**src/rtl/alu_arbiter_if.sv**
```systemverilog
// Request/response bundle for alu_arbiter: two operand request channels and one
// tagged result channel. master = requesters plus result consumer, slave = arbiter.
interface alu_arbiter_if #(
    parameter int unsigned DATA_W = 8
);
    localparam int unsigned SEL_W = 4;

    logic              req0_valid;
    logic              req0_ready;
    logic [DATA_W-1:0] req0_A;
    logic [DATA_W-1:0] req0_B;
    logic [SEL_W-1:0]  req0_Sel;

    logic              req1_valid;
    logic              req1_ready;
    logic [DATA_W-1:0] req1_A;
    logic [DATA_W-1:0] req1_B;
    logic [SEL_W-1:0]  req1_Sel;

    logic              rsp_valid;
    logic              rsp_ready;
    logic              rsp_id;
    logic [DATA_W-1:0] rsp_Out;
    logic              rsp_CarryOut;
    logic              rsp_Zero;
    logic              rsp_Overflow;

    modport master (
        output req0_valid, req0_A, req0_B, req0_Sel,
        output req1_valid, req1_A, req1_B, req1_Sel,
        output rsp_ready,
        input  req0_ready, req1_ready,
        input  rsp_valid, rsp_id, rsp_Out, rsp_CarryOut, rsp_Zero, rsp_Overflow
    );

    modport slave (
        input  req0_valid, req0_A, req0_B, req0_Sel,
        input  req1_valid, req1_A, req1_B, req1_Sel,
        input  rsp_ready,
        output req0_ready, req1_ready,
        output rsp_valid, rsp_id, rsp_Out, rsp_CarryOut, rsp_Zero, rsp_Overflow
    );
endinterface

```
**src/rtl/alu_arbiter.sv**
```systemverilog
// Round-robin arbiter sharing one 8-bit ALU between two requesters, one transaction in flight.
// Optional per-requester completed-operation counters: define ALU_ARB_OPCOUNT_EN.
module alu_arbiter #(
    parameter int unsigned DATA_W = 8
`ifdef ALU_ARB_OPCOUNT_EN
    ,
    parameter int unsigned CNT_W  = 16
`endif
) (
    input  logic             clk,
    input  logic             rst,
    alu_arbiter_if.slave     bus,
    output logic             busy
`ifdef ALU_ARB_OPCOUNT_EN
    ,
    output logic [CNT_W-1:0] op_cnt0,
    output logic [CNT_W-1:0] op_cnt1
`endif
);
    localparam int unsigned SEL_W = 4;
    localparam int unsigned MSB   = DATA_W - 1;

    typedef enum logic [1:0] {
        IDLE = 2'd0,
        EXEC = 2'd1,
        RESP = 2'd2
    } state_t;

    state_t            state;
    state_t            state_nxt;
    logic              last_grant;
    logic [DATA_W-1:0] op_a;
    logic [DATA_W-1:0] op_b;
    logic [SEL_W-1:0]  op_sel;
    logic              op_id;

    logic              grant0_c;
    logic              grant1_c;
    logic [DATA_W:0]   sum_c;
    logic [DATA_W:0]   diff_c;
    logic [DATA_W-1:0] alu_out_c;
    logic              alu_carry_c;
    logic              alu_ovf_c;

    // Next state and round-robin grant; grants only exist while IDLE
    always_comb begin
        state_nxt = state;
        grant0_c  = 1'b0;
        grant1_c  = 1'b0;
        case (state)
            IDLE: begin
                if (bus.req0_valid && (!bus.req1_valid || last_grant)) begin
                    grant0_c = 1'b1;
                end else if (bus.req1_valid) begin
                    grant1_c = 1'b1;
                end
                if (grant0_c || grant1_c) begin
                    state_nxt = EXEC;
                end
            end
            EXEC:    state_nxt = RESP;
            RESP:    if (bus.rsp_ready) state_nxt = IDLE;
            default: state_nxt = IDLE;
        endcase
    end

    assign bus.req0_ready = grant0_c;
    assign bus.req1_ready = grant1_c;

    // ALU on the latched operands; carry/overflow only meaningful for add/sub
    always_comb begin
        sum_c       = {1'b0, op_a} + {1'b0, op_b};
        diff_c      = {1'b0, op_a} - {1'b0, op_b};
        alu_out_c   = '0;
        alu_carry_c = 1'b0;
        alu_ovf_c   = 1'b0;
        case (op_sel)
            4'h0: begin
                alu_out_c   = sum_c[MSB:0];
                alu_carry_c = sum_c[DATA_W];
                alu_ovf_c   = (op_a[MSB] == op_b[MSB]) && (sum_c[MSB] != op_a[MSB]);
            end
            4'h1: begin
                alu_out_c   = diff_c[MSB:0];
                alu_carry_c = diff_c[DATA_W];
                alu_ovf_c   = (op_a[MSB] != op_b[MSB]) && (diff_c[MSB] != op_a[MSB]);
            end
            4'h2: alu_out_c = op_a & op_b;
            4'h3: alu_out_c = op_a | op_b;
            4'h4: alu_out_c = op_a ^ op_b;
            4'h5: alu_out_c = ~(op_a | op_b);
            4'h6: alu_out_c = {op_a[MSB-1:0], 1'b0};
            4'h7: alu_out_c = {1'b0, op_a[MSB:1]};
            4'h8: alu_out_c = ~(op_a & op_b);
            4'h9: alu_out_c = ~(op_a ^ op_b);
            4'hA: alu_out_c = DATA_W'(op_a <  op_b);
            4'hB: alu_out_c = DATA_W'(op_a == op_b);
            4'hC: alu_out_c = DATA_W'(op_a >  op_b);
            4'hD: alu_out_c = DATA_W'(op_a != op_b);
            4'hE: alu_out_c = DATA_W'(op_a >= op_b);
            4'hF: alu_out_c = DATA_W'(op_a <= op_b);
            default: alu_out_c = '0;
        endcase
    end

    // State register, operand capture and registered response
    always_ff @(posedge clk) begin
        if (rst) begin
            state            <= IDLE;
            busy             <= 1'b0;
            last_grant       <= 1'b1;
            op_a             <= '0;
            op_b             <= '0;
            op_sel           <= '0;
            op_id            <= 1'b0;
            bus.rsp_valid    <= 1'b0;
            bus.rsp_id       <= 1'b0;
            bus.rsp_Out      <= '0;
            bus.rsp_CarryOut <= 1'b0;
            bus.rsp_Zero     <= 1'b0;
            bus.rsp_Overflow <= 1'b0;
        end else begin
            state <= state_nxt;
            busy  <= (state_nxt != IDLE);
            if (grant0_c || grant1_c) begin
                last_grant <= grant1_c;
                op_id      <= grant1_c;
                op_a       <= grant1_c ? bus.req1_A   : bus.req0_A;
                op_b       <= grant1_c ? bus.req1_B   : bus.req0_B;
                op_sel     <= grant1_c ? bus.req1_Sel : bus.req0_Sel;
            end
            if (state == EXEC) begin
                bus.rsp_valid    <= 1'b1;
                bus.rsp_id       <= op_id;
                bus.rsp_Out      <= alu_out_c;
                bus.rsp_CarryOut <= alu_carry_c;
                bus.rsp_Zero     <= (alu_out_c == '0);
                bus.rsp_Overflow <= alu_ovf_c;
            end else if ((state == RESP) && bus.rsp_ready) begin
                bus.rsp_valid <= 1'b0;
            end
        end
    end

`ifdef ALU_ARB_OPCOUNT_EN
    // Completed handshakes per requester, wrapping at all-ones
    always_ff @(posedge clk) begin
        if (rst) begin
            op_cnt0 <= '0;
            op_cnt1 <= '0;
        end else if (bus.rsp_valid && bus.rsp_ready) begin
            if (bus.rsp_id) begin
                op_cnt1 <= op_cnt1 + CNT_W'(1);
            end else begin
                op_cnt0 <= op_cnt0 + CNT_W'(1);
            end
        end
    end
`endif

endmodule

```
**src/flat_wrapper.sv**
```systemverilog
// flat-port wrapper written by rule: the top's interface ports become plain ports
module alu_arbiter_flat 
#(
    parameter int unsigned DATA_W = 8

)
  (clk, rst, busy, bus_req0_valid, bus_req0_A, bus_req0_B, bus_req0_Sel, bus_req1_valid, bus_req1_A, bus_req1_B, bus_req1_Sel, bus_rsp_ready, bus_req0_ready, bus_req1_ready, bus_rsp_valid, bus_rsp_id, bus_rsp_Out, bus_rsp_CarryOut, bus_rsp_Zero, bus_rsp_Overflow);
  alu_arbiter_if #(.DATA_W(DATA_W)) bus_i ();
  input  logic clk;
  input  logic rst;
  output logic busy;
  input wire logic [$bits(bus_i.req0_valid)-1:0] bus_req0_valid;
  input wire logic [$bits(bus_i.req0_A)-1:0] bus_req0_A;
  input wire logic [$bits(bus_i.req0_B)-1:0] bus_req0_B;
  input wire logic [$bits(bus_i.req0_Sel)-1:0] bus_req0_Sel;
  input wire logic [$bits(bus_i.req1_valid)-1:0] bus_req1_valid;
  input wire logic [$bits(bus_i.req1_A)-1:0] bus_req1_A;
  input wire logic [$bits(bus_i.req1_B)-1:0] bus_req1_B;
  input wire logic [$bits(bus_i.req1_Sel)-1:0] bus_req1_Sel;
  input wire logic [$bits(bus_i.rsp_ready)-1:0] bus_rsp_ready;
  output wire logic [$bits(bus_i.req0_ready)-1:0] bus_req0_ready;
  output wire logic [$bits(bus_i.req1_ready)-1:0] bus_req1_ready;
  output wire logic [$bits(bus_i.rsp_valid)-1:0] bus_rsp_valid;
  output wire logic [$bits(bus_i.rsp_id)-1:0] bus_rsp_id;
  output wire logic [$bits(bus_i.rsp_Out)-1:0] bus_rsp_Out;
  output wire logic [$bits(bus_i.rsp_CarryOut)-1:0] bus_rsp_CarryOut;
  output wire logic [$bits(bus_i.rsp_Zero)-1:0] bus_rsp_Zero;
  output wire logic [$bits(bus_i.rsp_Overflow)-1:0] bus_rsp_Overflow;
  assign bus_i.req0_valid = bus_req0_valid;
  assign bus_i.req0_A = bus_req0_A;
  assign bus_i.req0_B = bus_req0_B;
  assign bus_i.req0_Sel = bus_req0_Sel;
  assign bus_i.req1_valid = bus_req1_valid;
  assign bus_i.req1_A = bus_req1_A;
  assign bus_i.req1_B = bus_req1_B;
  assign bus_i.req1_Sel = bus_req1_Sel;
  assign bus_i.rsp_ready = bus_rsp_ready;
  assign bus_req0_ready = bus_i.req0_ready;
  assign bus_req1_ready = bus_i.req1_ready;
  assign bus_rsp_valid = bus_i.rsp_valid;
  assign bus_rsp_id = bus_i.rsp_id;
  assign bus_rsp_Out = bus_i.rsp_Out;
  assign bus_rsp_CarryOut = bus_i.rsp_CarryOut;
  assign bus_rsp_Zero = bus_i.rsp_Zero;
  assign bus_rsp_Overflow = bus_i.rsp_Overflow;
  alu_arbiter #(.DATA_W(DATA_W)) u_core (.clk(clk), .rst(rst), .bus(bus_i), .busy(busy));
endmodule
```
**config.mk**
```make
export PLATFORM = sky130hd
export DESIGN_NAME = alu_arbiter_flat
export DESIGN_NICKNAME = d
export VERILOG_FILES = /design/src/rtl/alu_arbiter_if.sv /design/src/rtl/alu_arbiter.sv /design/src/flat_wrapper.sv
export SDC_FILE = /design/constraint.sdc
export NUM_CORES = 1
export LEC_CHECK = 0
export CAP_MARGIN = 20
export CORE_ASPECT_RATIO = 1.1
export CORE_UTILIZATION = 50
export CTS_BUF_LIST = sky130_fd_sc_hd__clkbuf_16
export DETAILED_ROUTE_END_ITERATION = 8
export PLACE_DENSITY = 0.87
export SETUP_SLACK_MARGIN = 0.5
export SYNTH_ARGS = -nofsm -noshare
export SYNTH_HDL_FRONTEND = slang
export SYNTH_SLANG_ARGS = --single-unit
```
**constraint.sdc**
```tcl
create_clock -name clk -period 7.3 [get_ports clk]
set_input_delay 0.73 -clock clk [delete_from_list [all_inputs] [get_ports clk]]
set_output_delay 0.73 -clock clk [all_outputs]
set_load 0.1 [all_outputs]
```
; ---- Word level (Yosys, flattened, before mapping)
; Cells that the tools add are included.
[word_totals]
reg_bits = 38
in_bits = 45
wordCells = 79
[classes]
addsub = 2
magnitude_cmp = 4
n_eq_ne = 23
n_mux = 18
bitwise = 6
n_reduce_logical = 13
[ops]
columns = operator, n
row1 = $pmux 8 s16, 1
row2 = $eq 4x4->1 const B, 8
row3 = $not 8->8, 3
row4 = $eq 4x3->1 const B, 4
row5 = $mux 8, 2
row6 = $add 8x8->9, 1
row7 = $mux 1, 9
row8 = $sub 8x8->9, 1
row9 = $and 8x8->8, 1
row10 = $eq 4x2->1 const B, 2
row11 = $eq 8x8->1, 1
row12 = $ge 8x8->1, 1
row13 = $gt 8x8->1, 1
row14 = $le 8x8->1, 1
row15 = $logic_not 8->1, 1
row16 = $lt 8x8->1, 1
row17 = $ne 8x8->1, 1
row18 = $or 8x8->8, 1
row19 = $xor 8x8->8, 1
row20 = $pmux 2 s3, 1
row21 = $eq 4x1->1 const B, 1
row22 = $logic_and 1x1->1, 4
row23 = $logic_not 4->1, 1
row24 = $mux 2, 2
row25 = 10 further kinds, 16

; ---- Longest topological paths before layout
; Gate-level depths: netlist of run 1.
[logic_depth]
ltp_word = 9
mapped_depth = 12
mapped_depth_nobuf = 12

; ---- Least setup slack after synthesis of run 1
; Ideal clock, no wire load.
[synth_timing]
path_type = input to output
from = input port bus_req0_valid
to = output port bus_req1_ready
arrival_time_ns = 2.462
required_ns = 6.570
setup_slack_ns = 4.108
cell_stages = 4
path_buffers = 1
path_cell_list = nand2_1 > nand2_1 > nor3_1 > clkbuf_1
[synth_via]
elab_chain_cells = 4
[synth_lines]
columns = element, line_no
row1 = "start, declared", flat_wrapper.sv:12  ; input wire logic [$bits(bus_i.req0_valid)-1:0] bus_req0_valid;
row2 = $logic_and 1x1->1, alu_arbiter.sv:52  ; if (bus.req0_valid && (!bus.req1_valid || last_grant)) begin
row3 = $mux 1, alu_arbiter.sv:52
row4 = $mux 1 (2 in a row), alu_arbiter.sv:50  ; case (state)
row5 = "end, declared", flat_wrapper.sv:22  ; output wire logic [$bits(bus_i.req1_ready)-1:0] bus_req1_ready;
; Every way passes these cells. The select of a mux whose other input is x is not followed.

; ---- Worst setup path in the final report of run 1
; Ends and elaborated chain as after synthesis.

==> flow_summary.json, run 1 <==
{
  "totalWireLength_mm": 9.07,
  "cts_buffers": 5,
  "viasPerCell": 6.13,
  "cts_resized": 0,
  "htree_levels": 2,
  "ioPinCount": 61,
  "setup-violations-final": 0,
  "area_growth_pct": 23.2,
  "cts_hold_buffers": 0,
  "synth.most_common_cell": "a21oi_1",
  "drc_errors": 0,
  "core_area_um2": 6310,
  "ys_warn_count": 0,
  "gp_congestion": 0.980,
  "timing.fmax_mhz": 246,
  "synthesis.area_um2": 3340,
  "grt_setup_unrepaired": "false",
  "startpoint_type": "input port",
  "clk_pin_slew_worst_paths_ns": 0.06,
  "cts_tree": "yes",
  "vias": 3432,
  "timing.slew.headroom_pct": 34.4,
  "cp-end-kind": "output port",
  "holdWs_ns": 0.456,
  "drv_slew": 0,
  "critPathMaxFanout": 23,
  "skew_ns": 0.00490,
  "crit_type": "input port to output port",
  "maxCapViolations": 0,
  "report.final.hold_viol_count": 0,
  "die_y_um": 87.7,
  "post_cts_buffers": 0,
  "multiInputGateArea_um2": 2290,
  "powerDensity_nw_per_um2": 239,
  "antenna_found_initial": 0,
  "yosysSeqAreaShare_pct": 22.8,
  "drtIter0Drc": 397,
  "fill_cells": 522,
  "tns_ns": 0,
  "worst_pin_slew_ns": 0.981,
  "io_buffer_count": 60,
  "grt_max_degree": 41,
  "status": "finished clean",
  "synth-main-ff-cell": "dfxtp_1",
  "synth_nets": 508,
  "synthDistinctLibCells": 72,
  "synth_area_per_cell_um2": 7.64,
  "clkLatencyLatePin_ns": 0.28,
  "synth-edff-count": 0,
  "ys_ff_latch": 38,
  "grt_pass1_wl_mm": 15.1,
  "clkSinkCount": 38,
  "antenna_left": 0,
  "grt_pass1_vias": 3234,
  "seq_area_um2": 761,
  "drive_above_1_share_pct": 8.75,
  "clockBufferDepth": 2,
  "p_leak_uw": 0.00153,
  "drtPass1Iterations": 5,
  "netlist_top_cells_area": "dfxtp_1, ha_1, a21oi_1",
  "fp-row-count": 30,
  "peakVddDrop_mv": 0.113,
  "synthCells": 437,
  "track_usage_pct": 27.3,
  "min_path_type": "flip-flop to flip-flop",
  "async_flop_share_pct": 0,
  "grt.overflow.total": 0,
  "die-area_um2": 7000,
  "min_period_ns": 4.07,
  "hpwlAfterDp_mm": 6.64,
  "crit_required_ns": 6.57,
  "synthTopCellsByCount": "a21oi_1, nor2_1, nand2_1",
  "antennaDiodeCount": 0,
  "yosys.area.top_type": "dfxtp_1",
  "root_buffer": "clkbuf_16",
  "cp.arrival_ns": 3.34,
  "final_net_count": 550,
  "wl_per_cell_um": 16.2,
  "initial_core_util_pct": 52.9,
  "netlist.area_leader.share_pct": 22.8,
  "die_x_um": 79.9,
  "period_share_pct": 55.8
}
[flip-flops by register name, indices dropped and copies added (netlist names)]
| signal | count |
|---|---|
| u_core.bus.rsp_CarryOut | 1 |
| u_core.last_grant | 1 |
| u_core.op_b | 8 |
| u_core.bus.rsp_Zero | 1 |
| u_core.op_a | 8 |
| u_core.bus.rsp_Overflow | 1 |
| u_core.bus.rsp_Out | 8 |
| u_core.state | 2 |
| u_core.bus.rsp_valid | 1 |
| u_core.busy | 1 |
| u_core.bus.rsp_id | 1 |
| u_core.op_sel | 4 |
| u_core.op_id | 1 |
[cell type report]
class	count	area share (%)
inverters	30	2.74
clock buffers	5	3.04
flip-flops and latches	38	18.5
well taps	80	2.43
repair buffers	67	15.9
clock inverters	3	1.67
multi-input cells	337	55.7
[metrics by stage]
stage | setup WS (ns) | utilization (%) | cells | power [uW] | cell area [um2]
after floorplan | 4.11 | - | 437 | 589 | 3340
after detailed placement | 3.24 | 62.1 | 552 | 691 | 3920
after global placement | 3.32 | 62.1 | 552 | 683 | 3920
after CTS | 3.24 | 65.2 | 560 | 979 | 4110
final | 3.23 | 65.2 | 560 | 982 | 4110
after global routing | 3.11 | 65.2 | 560 | 1040 | 4110
[report_power, final]
part           switching [uW]  internal (uW)
Combinational             281            168
Sequential               19.3            229
Clock                    87.6            196
[routing by layer]
layer / vias to the layer above / track usage, % / wire length, um
li1: 1666 / - / -
met4: 0 / 11.4 / 262
met3: 18 / 4.38 / 598
met5: - / 0 / 0
met1: 1587 / 35.0 / 3770
met2: 161 / 45.5 / 4440
[worst max-delay path, cell delays in order]
cell and delay (ns):
clkdlybuf4s50_1 0.47, nand2_1 0.10, nand2_1 0.35, nor3_2 0.22, buf_4 0.29, clkdlybuf4s50_1 1.18
[logic make-up (layout without fill, tap and decap cells)]
logic type | Yosys count | after routing | share of synthesized area (%)
AOI/OAI and AO/OA | 146 | 146 | 31.3
xor gates and xnor gates | 3 | 3 | 0.788
adders and majority gates | 26 | 26 | 10.2
buffers and inverters | 62 | 105 | 8.70
DFF | 38 | 38 | 22.8
muxes | 13 | 13 | 4.46
and+or+nand+nor | 149 | 149 | 21.7
[path summary, 6_finish.rpt]
path	start	endpoint	slack, ns	depth (start not counted)
max	bus_req0_valid	bus_req1_ready	3.23	6
min	u_core.bus.rsp_Out[3]	u_core.bus.rsp_Out[3]	0.46	2
max reg2reg	u_core.op_a[4]	u_core.bus.rsp_Zero	4.34	10
min reg2reg	u_core.bus.rsp_Out[3]	u_core.bus.rsp_Out[3]	0.46	2
[cells in the final DEF, fill, tap and decap left out, types with 9 or more instances in the layout]
cell / count
nor2_1: 47
o21ai_0: 10
dfxtp_1: 38
a21oi_1: 48
o221ai_1: 19
ha_1: 24
inv_1: 28
nand2_1: 45
nor3_1: 9
clkdlybuf4s50_1: 60
No activity file was read; power rests on OpenSTA's default activity.
==> run 2: changes to the inputs <==
clock period = 3.85 ns   (was 7.3 ns; I/O delays follow)
==> run 2 against run 1 <==
Against the previous run: sequential share of layout area is essentially flat; first-iteration DRC count grew 1.8%; hold slack lost 0.0044 ns; clock skew grew 0.00084 ns; flip-flop and latch count is the same; critical path type is now flip-flop to flip-flop; cell area is essentially flat; clock power grew 59%; final cell count grew 0.18%; global-route usage grew 0.85 points; critical path depth grew 3; largest cell class unchanged; power grew 83%; via count grew 2.4%; largest power group unchanged.
==> flow_summary.json, run 2 (synthesis results as in run 1) <==
{
  "area_growth_pct": 23.1,
  "holdWs_ns": 0.452,
  "ioPinCount": 61,
  "track_usage_pct": 28.1,
  "multiInputGateArea_um2": 2290,
  "p_seq_share_pct": 27.1,
  "grt.overflow.total": 0,
  "fp-row-count": 30,
  "viasPerCell": 6.27,
  "grt_setup_unrepaired": "false",
  "fill_cells": 532,
  "antenna_found_initial": 0,
  "status": "finished clean",
  "grt_use_met1_pct": 39.1,
  "drive_above_1_share_pct": 8.94,
  "drv_slew": 0,
  "cts_buffers": 5,
  "grt_max_degree": 40,
  "cts_resized": 0,
  "seq_area_um2": 761,
  "min_period_ns": 2.97,
  "grt_pass1_vias": 3180,
  "cts_hold_buffers": 0,
  "post_cts_buffers": 0,
  "antenna_left": 0,
  "use_met3_pct": 3.13,
  "crit_type": "flip-flop to flip-flop",
  "max_stage_delay_ns": 0.99,
  "worst_pin_slew_ns": 1.02,
  "drtIter0Drc": 404,
  "period_share_pct": 77.0,
  "min_path_type": "flip-flop to flip-flop",
  "report.final.hold_viol_count": 0,
  "core_area_um2": 6310,
  "p_leak_uw": 0.00153,
  "cp_common_cell": "o21ai_1",
  "startpoint_type": "flip-flop",
  "drc_errors": 0,
  "grtUsageMet2_pct": 44.8,
  "die-area_um2": 7000,
  "largestRegisters": "u_core.bus.rsp_Out: 8 flops, u_core.op_a: 8 flops, u_core.op_b: 8 flops",
  "totalWireLength_mm": 9.30,
  "powerDensity_nw_per_um2": 436,
  "die_x_um": 79.9,
  "net-switching-power_uw": 731,
  "clkLatencyLatePin_ns": 0.28,
  "setup-violations-final": 0,
  "skew_ns": 0.00573,
  "worst-path-buf-inv": 1,
  "timing.slew.headroom_pct": 32.0,
  "final_common_cell": "clkdlybuf4s50_1",
  "hpwlAfterDp_mm": 6.88,
  "cp-end-kind": "flip-flop",
  "crit_required_ns": 4.07,
  "grt_pass1_wl_mm": 15.4,
  "final_net_count": 552,
  "finalPower_uw": 1790,
  "maxCapViolations": 0,
  "gp_congestion": 0.989,
  "crit_family": "flip-flops",
  "clkSinkCount": 38,
  "cp_slowest_cell": "dfxtp_1",
  "die_y_um": 87.7,
  "netSwitchingFraction_pct": 40.8,
  "cp.arrival_ns": 3.18,
  "htree_levels": 2,
  "vias": 3516,
  "intPower_uw": 1060,
  "peakVddDrop_mv": 0.240,
  "io_buffer_count": 60,
  "clockBufferDepth": 2,
  "top_usage_layer": "met2",
  "place_area_um2": 3920,
  "timing.fmax_mhz": 337,
  "initial_core_util_pct": 52.9,
  "p_clk_share_pct": 25.2,
  "crit_path_cell_trace": "buf_4, mux2_2, nand3_1, o221a_1, o21ai_1, o32ai_2, nor2_1, or4_1, o21ai_1",
  "combPwrFrac_pct": 47.7,
  "finalInstanceArea_um2": 4110,
  "antennaDiodeCount": 0,
  "critPathMaxFanout": 32,
  "clk_pin_slew_worst_paths_ns": 0.05,
  "tns_ns": 0,
  "wl_per_cell_um": 16.6,
  "most-common-layout-cells": "clkdlybuf4s50_1, a21oi_1, nor2_1",
  "drtPass1Iterations": 6,
  "cts_tree": "yes",
  "root_buffer": "clkbuf_16"
}
-- run 2: changes by cell type in the layout (fill, tap and decap cells not counted), sizes merged --
cell / change
bufinv: -1
buf: +3
clkdlybuf4s50: -1
-- run 2: layout make-up --
class,count,area share [%]
multi-input combinational,337,55.8
sequential,38,18.5
timing repair buffer,69,16.7
clock buffer,5,3.05
inverter,30,2.74
tap,80,2.44
clock inverter,2,0.822
-- run 2: layer usage --
| layer | vias to the layer above | part of all wire [%] | wire [um] |
|---|---|---|---|
| met3 | 21 | 5.5 | 512 |
| met4 | 0 | 2.8 | 260 |
| li1 | 1681 | - | - |
| met2 | 174 | 47 | 4350 |
| met5 | - | 0 | 0 |
| met1 | 1640 | 45 | 4180 |
-- run 2: final timing paths --
check	start	end	slack, ns	cells after the start
hold / removal	u_core.bus.rsp_Out[5]	u_core.bus.rsp_Out[5]	0.45	2
setup reg to reg	u_core.op_sel[1]	u_core.bus.rsp_Zero	0.88	9
hold reg to reg	u_core.bus.rsp_Out[5]	u_core.bus.rsp_Out[5]	0.45	2
setup / recovery	u_core.op_sel[1]	u_core.bus.rsp_Zero	0.88	9
-- run 2: power groups by stage --
stage / Combinational [uW] / Clock, uW / Sequential (uW)
after floorplan: 549 / 0 / 569
after global placement: 808 / 0 / 499
after detailed placement: 814 / 0 / 502
after CTS: 822 / 454 / 494
after global routing: 923 / 473 / 493
final: 856 / 451 / 486
-- run 2: metrics by stage --
step / std cells / setup WS (ns) / utilization (%)
after floorplan: 437 / 1.21 / -
after global placement: 553 / 1.05 / 62.2
after detailed placement: 553 / 0.974 / 62.2
after CTS: 560 / 0.946 / 64.7
after global routing: 561 / 0.682 / 65.2
final: 561 / 0.884 / 65.2
-- run 2: tightest hold or removal path, cell delays in order, from the launching register on --
cell,delay (ns)
dfxtp_1,0.30
nand2_1,0.05
a21oi_1,0.05
==> run 3: changes to the inputs <==
clock period = 3.05 ns   (was 3.85 ns; I/O delays follow)
==> run 3 against run 2 <==
Against the previous run: first-iteration DRC count rose by 17%; fmax rose by 15%; critical endpoint unchanged; largest cell class unchanged; non-clock buffer count rose by 15.
==> flow_summary.json, run 3 (synthesis results as in run 1) <==
{
  "drtPass1Iterations": 5,
  "grt_max_degree": 39,
  "report.final.hold_viol_count": 0,
  "crit_required_ns": 3.27,
  "io_buffer_count": 60,
  "most-common-layout-cells": "clkdlybuf4s50_1, nor2_1, a21oi_1",
  "cts_hold_buffers": 0,
  "startpoint_type": "flip-flop",
  "drv_slew": 0,
  "cp-end-kind": "flip-flop",
  "reg2reg_slack_ns": 0.46,
  "period_share_pct": 84.8,
  "root_buffer": "clkbuf_16",
  "dp_slack_ns": 0.238,
  "r2r_end": "u_core.bus.rsp_Zero",
  "totalWireLength_mm": 10.3,
  "initial_core_util_pct": 52.9,
  "ioPinCount": 61,
  "grt.overflow.total": 0,
  "timing.fmax_mhz": 386,
  "finalInstanceArea_um2": 4390,
  "cp.arrival_ns": 2.81,
  "drtIter0Drc": 472,
  "p_leak_uw": 0.00162,
  "final_common_cell": "clkdlybuf4s50_1",
  "fin_util_pct": 69.6,
  "antenna_left": 0,
  "clk_pin_slew_worst_paths_ns": 0.07,
  "skew_ns": 0.0114,
  "largestRegisters": "u_core.bus.rsp_Out: 8 flops, u_core.op_a: 8 flops, u_core.op_b: 8 flops",
  "reg2regPathDepth": 12,
  "final_net_count": 567,
  "grt_setup_unrepaired": "true",
  "grt_pass1_vias": 3413,
  "drive_above_1_share_pct": 18.9,
  "maxCapViolations": 0,
  "wl_per_cell_um": 17.9,
  "worstHoldPathCells": 2,
  "clockBufferDepth": 2,
  "drc_errors": 0,
  "peakVddDrop_mv": 0.439,
  "vias": 3618,
  "reg2reg_from": "u_core.op_a[0]",
  "die_y_um": 87.7,
  "min-delay-start": "u_core.bus.rsp_Out[6]",
  "setup_ws_ns": 0.462,
  "min_delay_worst_endpoint": "u_core.bus.rsp_Out[6]",
  "place_area_um2": 4030,
  "worst_pin_slew_ns": 0.989,
  "cts_buffers": 5,
  "htree_levels": 2,
  "antennaDiodeCount": 0,
  "setup-violations-final": 0,
  "min_path_type": "flip-flop to flip-flop",
  "area_growth_pct": 31.5,
  "hpwlAfterDp_mm": 7.32,
  "die-area_um2": 7000,
  "min_period_ns": 2.59,
  "critPathMaxFanout": 4,
  "viasPerCell": 6.27,
  "fp-row-count": 30,
  "crit_type": "flip-flop to flip-flop",
  "track_usage_pct": 30.2,
  "powerDensity_nw_per_um2": 540,
  "holdWs_ns": 0.460,
  "grt_pass1_wl_mm": 16.5,
  "clkLatencyLatePin_ns": 0.29,
  "tns_ns": 0,
  "die_x_um": 79.9,
  "status": "finished clean",
  "core_area_um2": 6310,
  "gp_congestion": 1.01,
  "clkSinkCount": 38,
  "antenna_found_initial": 0,
  "timing.slew.headroom_pct": 33.9,
  "cts_tree": "yes"
}
## run 3: worst max path at each step
stage | from | endpoint | slack, ns | depth (start not counted)
2_1_floorplan | u_core.op_a[0] | u_core.bus.rsp_Zero | 0.51 | 11
3_3_place_gp | u_core.op_b[0] | u_core.bus.rsp_Zero | 0.27 | 11
3_5_place_dp | u_core.op_b[0] | u_core.bus.rsp_Zero | 0.24 | 11
4_1_cts | u_core.op_a[0] | u_core.bus.rsp_Zero | 0.51 | 11
5_1_grt | u_core.op_b[0] | u_core.bus.rsp_Zero | 0.38 | 11
6_report | u_core.op_a[0] | u_core.bus.rsp_Zero | 0.46 | 12
## run 3: metrics by stage
stage	cells	total power [uW]
6_report	577	2370
5_1_grt	577	2480
4_1_cts	576	2310
3_5_place_dp	564	1710
3_3_place_gp	564	1680
2_1_floorplan	437	1410
## run 3: power by group
group / total [uW] / switching [uW] / leakage (uW) / internal [uW]
combinational: 1230 / 723 / 0.00124 / 510
sequential: 615 / 64.7 / 0.000317 / 550
clock: 522 / 223 / 0.0000672 / 299
total: 2370 / 1010 / 0.00162 / 1360
## run 3: area by class of cell
type / count / area (um2)
multi-input combinational: 337 / 2450
sequential: 38 / 779
clock buffer: 5 / 125
timing repair buffer: 84 / 801
tap: 80 / 100
clock inverter: 3 / 16.3
inverter: 30 / 115
fill: 483 / 1920
## run 3: worst max-delay path: stages, from the launching register on
cell	delay (ns)
dfxtp_4	0.38
inv_4	0.04
ha_4	0.15
inv_2	0.05
fa_2	0.42
inv_2	0.07
a2bb2o_4	0.21
a22oi_2	0.16
a32oi_2	0.16
nor2_1	0.16
nand2_1	0.07
or4_4	0.50
o21ai_2	0.13
## run 3: what timing repair did
item | CTS | global route
pin swaps | 8 | 10
buffers inserted | 4 | 1
endpoints found under the setup margin | 4 | 4
gates resized for setup | 32 | 14
## run 3: metal layers
metal	vias to the layer above	part of all wire [%]	track usage, %
li1	1710	-	-
met1	1688	41	38.1
met2	184	49	50.7
met3	36	6.8	5.52
met4	0	3.2	12.3
met5	-	0	0
